===== src/rtl/fir_filter_stage_if.sv =====
// rtl/fir_filter_stage_if.sv - controller <-> FIR stage handshake and result bundle
interface fir_filter_stage_if #(
  parameter int DATA_WIDTH = 24
);
  logic                  Filter_EN;
  logic [DATA_WIDTH-1:0] Filter_DIN;
  logic                  Filter_DVLD;
  logic                  Filter_DRDY;
  logic [DATA_WIDTH-1:0] Filter_DOUT;
  logic                  Filter_DNE;

  // Controller side: requests a run and supplies samples
  modport master (
    output Filter_EN, Filter_DIN, Filter_DVLD,
    input  Filter_DRDY, Filter_DOUT, Filter_DNE
  );

  // Filter side: accepts samples and returns the result
  modport slave (
    input  Filter_EN, Filter_DIN, Filter_DVLD,
    output Filter_DRDY, Filter_DOUT, Filter_DNE
  );
endinterface


===== src/rtl/fir_filter_stage.sv =====
// rtl/fir_filter_stage.sv - sequential fixed-coefficient FIR stage (optional FILTER_SAT_EN output clamp)
module fir_filter_stage #(
  parameter int DATA_WIDTH = 24,
  parameter int COEF_WIDTH = 16,
  parameter int NUM_TAPS   = 4,
  parameter int COEF_FRAC  = 13,
  parameter logic [NUM_TAPS*COEF_WIDTH-1:0] COEFFS = {4{16'h0800}}
) (
  input logic              Filter_CLK,
  input logic              Filter_RST_N,
  fir_filter_stage_if.slave bus
);

  localparam int PW    = DATA_WIDTH + COEF_WIDTH;
  localparam int CNT_W = $clog2(NUM_TAPS);
  localparam int AW    = PW + CNT_W;
  localparam logic [CNT_W-1:0] LAST_TAP = CNT_W'(NUM_TAPS - 1);

  typedef enum logic [1:0] {
    S_IDLE = 2'd0,
    S_LOAD = 2'd1,
    S_MAC  = 2'd2,
    S_OUT  = 2'd3
  } state_t;

  state_t                        state_q, state_d;
  logic                          en_hist_q, en_hist_d;
  logic signed [DATA_WIDTH-1:0]  x_q [NUM_TAPS];
  logic signed [DATA_WIDTH-1:0]  x_d [NUM_TAPS];
  logic signed [AW-1:0]          acc_q, acc_d;
  logic [CNT_W-1:0]              cnt_q, cnt_d;
  logic                          drdy_q, drdy_d;
  logic [DATA_WIDTH-1:0]         dout_q, dout_d;
  logic                          dne_q, dne_d;

  logic signed [COEF_WIDTH-1:0]  coef [NUM_TAPS];
  logic signed [DATA_WIDTH-1:0]  x_sel;
  logic signed [COEF_WIDTH-1:0]  c_sel;
  logic signed [PW-1:0]          prod;
  logic signed [AW-1:0]          scaled;
  logic [DATA_WIDTH-1:0]         result;
  logic                          xfer;

  for (genvar i = 0; i < NUM_TAPS; i++) begin : g_coef
    assign coef[i] = COEFFS[i*COEF_WIDTH +: COEF_WIDTH];
  end

  // One tap per cycle: the tap counter picks both the sample and its coefficient.
  assign x_sel  = x_q[cnt_q];
  assign c_sel  = coef[cnt_q];
  assign prod   = $signed({{COEF_WIDTH{x_sel[DATA_WIDTH-1]}}, x_sel})
                * $signed({{DATA_WIDTH{c_sel[COEF_WIDTH-1]}}, c_sel});
  assign scaled = acc_q >>> COEF_FRAC;
  assign xfer   = bus.Filter_DVLD & drdy_q;

`ifdef FILTER_SAT_EN
  localparam logic signed [AW-1:0] SAT_MAX = {{(AW-DATA_WIDTH+1){1'b0}}, {(DATA_WIDTH-1){1'b1}}};
  localparam logic signed [AW-1:0] SAT_MIN = {{(AW-DATA_WIDTH+1){1'b1}}, {(DATA_WIDTH-1){1'b0}}};

  // Clamp the scaled sum into the signed output range
  always_comb begin
    result = scaled[DATA_WIDTH-1:0];
    if (scaled > SAT_MAX) begin
      result = SAT_MAX[DATA_WIDTH-1:0];
    end else if (scaled < SAT_MIN) begin
      result = SAT_MIN[DATA_WIDTH-1:0];
    end
  end
`else
  logic unused_scaled_hi;
  // Wrapping output: only the low result bits leave the block
  assign result           = scaled[DATA_WIDTH-1:0];
  assign unused_scaled_hi = ^scaled[AW-1:DATA_WIDTH];
`endif

  // Next-state and datapath updates for IDLE -> LOAD -> MAC -> OUT
  always_comb begin
    state_d   = state_q;
    en_hist_d = bus.Filter_EN;
    x_d       = x_q;
    acc_d     = acc_q;
    cnt_d     = cnt_q;
    drdy_d    = 1'b0;
    dout_d    = dout_q;
    dne_d     = 1'b0;

    case (state_q)
      S_IDLE: begin
        // Only a fresh rising edge of EN starts a run, so a held EN never re-triggers.
        if (bus.Filter_EN && !en_hist_q) begin
          state_d = S_LOAD;
          acc_d   = '0;
          cnt_d   = '0;
          drdy_d  = 1'b1;
        end
      end

      S_LOAD: begin
        if (!bus.Filter_EN) begin
          state_d = S_IDLE;
        end else begin
          drdy_d = 1'b1;
          if (xfer) begin
            x_d[0] = $signed(bus.Filter_DIN);
            for (int i = 1; i < NUM_TAPS; i++) begin
              x_d[i] = x_q[i-1];
            end
            if (cnt_q == LAST_TAP) begin
              state_d = S_MAC;
              cnt_d   = '0;
              drdy_d  = 1'b0;
            end else begin
              cnt_d = cnt_q + 1'b1;
            end
          end
        end
      end

      S_MAC: begin
        if (!bus.Filter_EN) begin
          state_d = S_IDLE;
        end else begin
          acc_d = acc_q + {{CNT_W{prod[PW-1]}}, prod};
          if (cnt_q == LAST_TAP) begin
            state_d = S_OUT;
            cnt_d   = '0;
          end else begin
            cnt_d = cnt_q + 1'b1;
          end
        end
      end

      S_OUT: begin
        // Result completes even if EN has already dropped.
        dout_d  = result;
        dne_d   = 1'b1;
        state_d = S_IDLE;
      end

      default: begin
        state_d = S_IDLE;
      end
    endcase
  end

  // State and datapath registers; async reset discards any partial run
  always_ff @(posedge Filter_CLK or negedge Filter_RST_N) begin
    if (!Filter_RST_N) begin
      state_q   <= S_IDLE;
      en_hist_q <= 1'b0;
      for (int i = 0; i < NUM_TAPS; i++) begin
        x_q[i] <= '0;
      end
      acc_q     <= '0;
      cnt_q     <= '0;
      drdy_q    <= 1'b0;
      dout_q    <= '0;
      dne_q     <= 1'b0;
    end else begin
      state_q   <= state_d;
      en_hist_q <= en_hist_d;
      x_q       <= x_d;
      acc_q     <= acc_d;
      cnt_q     <= cnt_d;
      drdy_q    <= drdy_d;
      dout_q    <= dout_d;
      dne_q     <= dne_d;
    end
  end

  assign bus.Filter_DRDY = drdy_q;
  assign bus.Filter_DOUT = dout_q;
  assign bus.Filter_DNE  = dne_q;

endmodule


===== src/flat_wrapper.sv =====
// flat-port wrapper written by rule: the top's interface ports become plain ports
module fir_filter_stage_flat 
#(
  parameter int DATA_WIDTH = 24,
  parameter int COEF_WIDTH = 16,
  parameter int NUM_TAPS   = 4,
  parameter int COEF_FRAC  = 13,
  parameter logic [NUM_TAPS*COEF_WIDTH-1:0] COEFFS = {4{16'h0800}}
)
  (Filter_CLK, Filter_RST_N, bus_Filter_EN, bus_Filter_DIN, bus_Filter_DVLD, bus_Filter_DRDY, bus_Filter_DOUT, bus_Filter_DNE);
  fir_filter_stage_if #(.DATA_WIDTH(DATA_WIDTH)) bus_i ();
  input logic Filter_CLK;
  input logic Filter_RST_N;
  input wire logic [$bits(bus_i.Filter_EN)-1:0] bus_Filter_EN;
  input wire logic [$bits(bus_i.Filter_DIN)-1:0] bus_Filter_DIN;
  input wire logic [$bits(bus_i.Filter_DVLD)-1:0] bus_Filter_DVLD;
  output wire logic [$bits(bus_i.Filter_DRDY)-1:0] bus_Filter_DRDY;
  output wire logic [$bits(bus_i.Filter_DOUT)-1:0] bus_Filter_DOUT;
  output wire logic [$bits(bus_i.Filter_DNE)-1:0] bus_Filter_DNE;
  assign bus_i.Filter_EN = bus_Filter_EN;
  assign bus_i.Filter_DIN = bus_Filter_DIN;
  assign bus_i.Filter_DVLD = bus_Filter_DVLD;
  assign bus_Filter_DRDY = bus_i.Filter_DRDY;
  assign bus_Filter_DOUT = bus_i.Filter_DOUT;
  assign bus_Filter_DNE = bus_i.Filter_DNE;
  fir_filter_stage #(.DATA_WIDTH(DATA_WIDTH), .COEF_WIDTH(COEF_WIDTH), .NUM_TAPS(NUM_TAPS), .COEF_FRAC(COEF_FRAC), .COEFFS(COEFFS)) u_core (.Filter_CLK(Filter_CLK), .Filter_RST_N(Filter_RST_N), .bus(bus_i));
endmodule

===== config.mk =====
export PLATFORM = sky130hd
export DESIGN_NAME = fir_filter_stage_flat
export DESIGN_NICKNAME = d
export VERILOG_FILES = /design/src/rtl/fir_filter_stage_if.sv /design/src/rtl/fir_filter_stage.sv /design/src/flat_wrapper.sv
export SDC_FILE = /design/constraint.sdc
export NUM_CORES = 1
export LEC_CHECK = 0
export BUFFER_PORTS_ARGS = -buffer_cell sky130_fd_sc_hd__buf_4
export CAP_MARGIN = 5
export CORE_MARGIN = 3
export CORE_UTILIZATION = 39
export DETAILED_ROUTE_END_ITERATION = 8
export PLACE_DENSITY = 0.58
export SLEW_MARGIN = 30
export SYNTH_ARGS = -nofsm -noshare
export SYNTH_HDL_FRONTEND = slang
export SYNTH_SLANG_ARGS = --single-unit

===== constraint.sdc =====
create_clock -name Filter_CLK -period 4.2 [get_ports Filter_CLK]
set_input_delay 0.84 -clock Filter_CLK [delete_from_list [all_inputs] [get_ports Filter_CLK]]
set_output_delay 0.84 -clock Filter_CLK [all_outputs]
set_load 0.005 [all_outputs]

## Word-level counts from Yosys, hierarchy flattened

Cells that the tools add are included.

- $add $sub $neg: 2
- Multipliers: 1
- Divide/modulo/power cells: 0
- Order comparisons: 1
- Eq/ne operators: 11
- Shift-type cells: 0
- Mux-type cells: 28
- Bitwise gates (word level): 2
- Reduce and logical (&&, ||, !) cells: 9

Operators with widths:

| operator | count |
|---|---|
| 42-bit two-way mux | 2 |
| 42-bit case mux with 2 select lines | 1 |
| 24-bit binary-select mux with 2-bit select | 1 |
| 24-bit two-way mux | 2 |
| 42-bit adder | 1 |
| 24-bit by 16-bit multiplier with 40-bit output | 1 |
| 16-bit binary-select mux with 2-bit select | 1 |
| 16-bit two-way mux | 2 |
| 2-bit two-way mux | 11 |
| 3-bit by 2-bit inequality test with 1-bit output, second input constant | 3 |
| 2-bit case mux with 4 select lines | 1 |
| 2-bit equality test, second input constant | 3 |
| 2-bit case mux with 3 select lines | 1 |
| 3-bit AND reduction | 2 |
| 1-bit two-way mux | 5 |
| 5-bit AND reduction | 1 |
| 2-bit by 1-bit inequality test with 1-bit output, second input constant | 2 |
| 2-bit inequality test, second input constant | 2 |
| 4-bit AND reduction | 1 |
| 3-bit >= comparator, second input constant | 1 |
| 2-bit NOT with 3-bit output | 1 |
| 3-bit nonzero test | 1 |
| 2-bit by 1-bit adder with 2-bit output, second input constant | 1 |
| 2-bit by 1-bit equality test with 1-bit output, second input constant | 1 |
| 6 further kinds | 6 |

- Register bits: 169
- Bits in latches: 0
- RAM bits: 0
- ROM bits: 0
- Input port bits: 28
- Output and inout bits: 26
- Memories kept: 0

## Longest topological paths before layout

- Word-level depth: 8
- Mapped depth: 12
- Mapped depth without buffers: 10

## Worst setup path before layout

No wires, ideal clock.

- Path type: register to register
- Start: register u_core.cnt_q[0]
- End: register u_core.acc_q[36]
- Setup time: 0.094 ns
- Data arrival time: 3.465 ns
- Path slack: 0.641 ns
- Cell stages (with the launch flop): 11
- Path buffers: 3
- Period minus slack after synthesis: 3.559 ns
- Cells stage by stage: dfrtp_1 buf_2 buf_1 mux4_2 ha_1 clkbuf_1 nand4_1 or3_1 o311ai_1 mux2_2 a211oi_1

- Cells in the longest elaborated chain, start to end: 8
- Elaborated cells between the ends (all ways): 11
- Classes of those cells: add/sub (1); mul (1); mux (8); bitwise (1)

RTL lines:

| element | RTL line | text |
|---|---|---|
| from (decl) | fir_filter_stage.sv:31 | `logic [CNT_W-1:0] cnt_q, cnt_d;` |
| from (signal assigned) | fir_filter_stage.sv:164 | `cnt_q <= cnt_d;` |
| 2-bit NOT with 3-bit output (implied by the code) (*) | fir_filter_stage.sv:49, fir_filter_stage.sv:50 |  |
| 24-bit binary-select mux with 2-bit select or 16-bit binary-select mux with 2-bit select (tied branches) | fir_filter_stage.sv:49, fir_filter_stage.sv:50 |  |
| 24-bit two-way mux (implied by the code) or 16-bit two-way mux (tied branches) (2 in a row) | fir_filter_stage.sv:49, fir_filter_stage.sv:50 |  |
| 24-bit by 16-bit multiplier with 40-bit output (*) | fir_filter_stage.sv:52 | `* $signed({{DATA_WIDTH{c_sel[COEF_WIDTH-1]}}, c_sel});` |
| 42-bit adder (*) | fir_filter_stage.sv:123 | `acc_d = acc_q + {{CNT_W{prod[PW-1]}}, prod};` |
| 42-bit two-way mux (*) | fir_filter_stage.sv:120 | `if (!bus.Filter_EN) begin` |
| 42-bit case mux with 2 select lines (*) | fir_filter_stage.sv:87 | `case (state_q)` |
| to (signal assigned) | fir_filter_stage.sv:154 | `acc_q <= '0;` |
| to (signal assigned) | fir_filter_stage.sv:163 | `acc_q <= acc_d;` |
| to (decl) | fir_filter_stage.sv:30 | `logic signed [AW-1:0] acc_q, acc_d;` |

Mark *: on every way between the ends. The rest lies on a longest branch, timed or not. The select of a mux whose other input is x is not followed.
A chain may end at the register's enable or synchronous reset.

## Worst setup path after layout

Same ends and word-level chain as after synthesis.

==> metrics.md <==
| Metric | Value |
|---|---|
| Setup repair after global routing missed its margin | `no` |
| Layout Nets | `710` |
| Crit path time final | `3.71 ns` |
| Critical Path Start Type | `register` |
| Largest clock skew in the final design | `0.0128 ns` |
| Clock tree from TritonCTS | `built` |
| Instance area after placement | `8310 sq um` |
| DR iter-0 viols | `314` |
| Data required time of the critical path | `4.54 ns` |
| Number of instances in the placed design | `892` |
| Pwr dens | `661 nW/um^2` |
| Post-Syn Area | `7630 sq um` |
| Final standard cell utilization of the core | `47.2%` |
| TritonCTS buffer count | `17` |
| Fin crit share | `88.3%` |
| Gate count of the mapped netlist | `603` |
| Number of detailed-routing iterations run before antenna repair | `4` |
| Largest net degree at the start of global routing | `97` |
| Die Y-Extent | `146 um` |
| Insertion delay of the later-clocked pin in the worst-skew pair | `0.43 ns` |
| Final antenna diode count | `0` |
| Core area | `19000 sq um` |
| Antenna-violating nets left | `0` |
| Vias | `4888` |
| Number of flops mapped to enable cells by yosys | `0` |
| All-layer global routing usage | `15.7%` |
| Longest Clk Path Bufs | `2` |
| First-pass GRT wire length | `26900 um` |
| Placement Rows | `50` |
| Sequential cell area fraction in the yosys report | `50.2%` |
| DRT Wirelength | `15900 um` |
| Clock transition time at the flip-flop clock pins of the worst setup and hold paths | `0.06 ns` |
| Count leader, synth | `sky130_fd_sc_hd__dfrtp_1` |
| Total negative setup slack | `0 ns` |
| I/O pins | `54` |
| Post-cts sizing count | `0` |
| Vias in the first global route | `5106` |
| Async S/R FF share, synth | `100%` |
| Count of placed standard cells in the final layout, fillers left out | `923` |
| Synth area leaders | `sky130_fd_sc_hd__dfrtp_1, sky130_fd_sc_hd__mux2_2, sky130_fd_sc_hd__mux4_2` |
| Average wire length per cell after detail routing | `17.2 um` |
| Path type of the worst setup path | `register to register` |
| Mean instance size in the synthesized netlist | `12.7 sq um` |
| Drc violations | `0` |
| Top cell type by total area after synthesis | `sky130_fd_sc_hd__dfrtp_1` |
| Multi-input combinational cell area | `3630 sq um` |
| Number of register bits inferred by synthesis | `153` |
| Largest driver fanout on the critical path | `16` |
| Filler Cell Count | `1679` |
| Post-placement setup slack | `0.513 ns` |
| Post-CTS Setup Inserts | `0` |
| Sequential cell area | `3830 sq um` |
| Class of the most critical hold timing path | `input port to asynchronous set/reset pin` |
| Finished Cell Area | `8950 sq um` |
| Fraction of met1 tracks used by global routing | `22.2%` |
| Post-CTS Hold Buffers | `0` |
| Largest voltage drop on the vdd net | `0.000281 V` |
| Worst Hold Slack | `0.497 ns` |
| Max Slew Vio Count | `0` |
| Number of buffer cells added on primary ports | `53` |
| Sinks on Clock Net | `153` |
| Die Span X | `146 um` |
| Maximum clock rate | `0.270 GHz` |
| Initial core utilization | `40.3%` |
| Number of nets produced by synthesis | `662` |
| Fraction of final layout cells sized beyond drive strength 1 | `35.9%` |
| Met2 track demand over resource | `24.4%` |
| Result of the run | `completed` |
| Setup crit end kind | `register` |
| Count of unique library cells instantiated by Yosys | `46` |
| Cell leakage power | `4.31 nW` |
| Headroom to the max-slew limit | `43.4%` |
| Area fraction of the dominant cell type after synthesis | `50.2%` |
| Crit path setup slack, layout | `0.490 ns` |
| Final hold violation count | `0` |
| Slew of the pin with the lowest slew margin | `0.848 ns` |
| Critical Path AT | `4.05 ns` |
| Global Route met3 Usage | `3.46%` |
| Synth warnings | `0` |
| Detail Placement HPWL | `11400 um` |
| Synthesis-to-finish area growth | `17.3%` |
| Die ar. | `21300 sq um` |
| Number of setup violations in the final report | `0` |
| Top cells by count, synth | `sky130_fd_sc_hd__dfrtp_1, sky130_fd_sc_hd__mux2_2, sky130_fd_sc_hd__nand2_1` |
| Layer carrying the most global-route usage | `met2` |
| Detail-routed via count per cell | `5.30` |
| Gp weighted congestion | `0.863` |
| Overall power after layout | `5.92 mW` |
| Root Buffer | `sky130_fd_sc_hd__clkbuf_16` |
| Ys flop type | `sky130_fd_sc_hd__dfrtp_1` |
| Antenna violations before repair | `0` |
| Number of max-cap violations | `0` |
| Global route total overflow | `0` |
| H-tree lvl count | `4` |
routing by layer:
metal | routed length (um) | part of all wire (%) | vias to the layer above
met2 | 7370 | 46 | 95
li1 | - | - | 2317
met1 | 7610 | 48 | 2462
met5 | 0 | 0 | -
met4 | 178 | 1.1 | 0
met3 | 692 | 4.4 | 14
power breakdown:
part | total (mW) | switching (mW) | internal, mW
logic | 2.09 | 1.07 | 1.02
registers | 2.18 | 0.315 | 1.86
clock network | 1.65 | 0.621 | 1.03
total | 5.92 | 2.01 | 3.91
registers in the layout, summed over array words and instances (netlist names):
name / cells
u_core.x_q: 96
u_core.acc_q: 26
u_core.bus.Filter_DOUT: 24
u_core.cnt_q: 2
u_core.state_q: 2
u_core.bus.Filter_DNE: 1
u_core.bus.Filter_DRDY: 1
u_core.en_hist_q: 1
cells by family after synthesis:
logic type	after synthesis	synth area share [%]
xor+xnor	19	2.18
mux	147	25.2
flops	153	50.2
compound gates	113	9.31
simple gates	98	5.74
fa+ha+maj	31	5.18
buf+inv	42	2.21
final timing paths:
| kind | slack (ns) | cells after the start | endpoint | from |
|---|---|---|---|---|
| max in group asynchronous | 2.89 | 2 | u_core.x_q[37] | Filter_RST_N |
| hold reg to reg | 0.50 | 2 | u_core.acc_q[11] | u_core.acc_q[11] |
| hold / removal | 0.50 | 1 | u_core.bus.Filter_DNE | Filter_RST_N |
| setup / recovery | 0.49 | 10 | u_core.acc_q[36] | u_core.cnt_q[0] |
| min in group Filter_CLK | 0.50 | 2 | u_core.acc_q[11] | u_core.acc_q[11] |
| setup reg to reg | 0.49 | 10 | u_core.acc_q[36] | u_core.cnt_q[0] |
worst max-delay path: stages, from the launching register on:
cell and delay (ns):
sky130_fd_sc_hd__dfrtp_1 0.40, sky130_fd_sc_hd__buf_4 0.34, sky130_fd_sc_hd__mux4_2 0.60, sky130_fd_sc_hd__ha_1 0.42, sky130_fd_sc_hd__and3_1 0.21, sky130_fd_sc_hd__o211ai_1 0.09
sky130_fd_sc_hd__nor2_1 0.20, sky130_fd_sc_hd__o21ai_0 0.24, sky130_fd_sc_hd__o311ai_1 0.55, sky130_fd_sc_hd__mux2_2 0.40, sky130_fd_sc_hd__a211oi_1 0.16
final cells by class:
| cell class | instances | area share, % |
|---|---|---|
| Timing Repair Buffer | 61 | 5.44 |
| Inverter | 10 | 0.419 |
| Clock buffer | 19 | 5.06 |
| Multi-Input combinational cell | 408 | 40.6 |
| Sequential cell | 153 | 42.8 |
| Tap cell | 260 | 3.63 |
| Clock inverter | 12 | 2.08 |
cell usage in the layout, fill, tap and decap left out, types with 4 or more instances in the layout:
cell type / instances
sky130_fd_sc_hd__inv_1: 10
sky130_fd_sc_hd__ha_1: 30
sky130_fd_sc_hd__nor3_1: 5
sky130_fd_sc_hd__xnor2_1: 11
sky130_fd_sc_hd__bufinv_16: 4
sky130_fd_sc_hd__xor2_1: 8
sky130_fd_sc_hd__and3_1: 4
sky130_fd_sc_hd__dfrtp_1: 153
sky130_fd_sc_hd__nand2_1: 45
sky130_fd_sc_hd__o211ai_1: 5
sky130_fd_sc_hd__a211oi_1: 6
sky130_fd_sc_hd__inv_6: 4
sky130_fd_sc_hd__o31ai_1: 4
sky130_fd_sc_hd__clkbuf_16: 17
sky130_fd_sc_hd__a21o_1: 13
sky130_fd_sc_hd__mux4_2: 24
sky130_fd_sc_hd__nand4_1: 6
sky130_fd_sc_hd__o21ai_0: 37
sky130_fd_sc_hd__mux2_2: 121
sky130_fd_sc_hd__nor2_1: 25
sky130_fd_sc_hd__buf_4: 58
sky130_fd_sc_hd__a21oi_1: 22
sky130_fd_sc_hd__a31oi_1: 5
sky130_fd_sc_hd__o21a_1: 6
No activity file was read; power rests on OpenSTA's default activity.
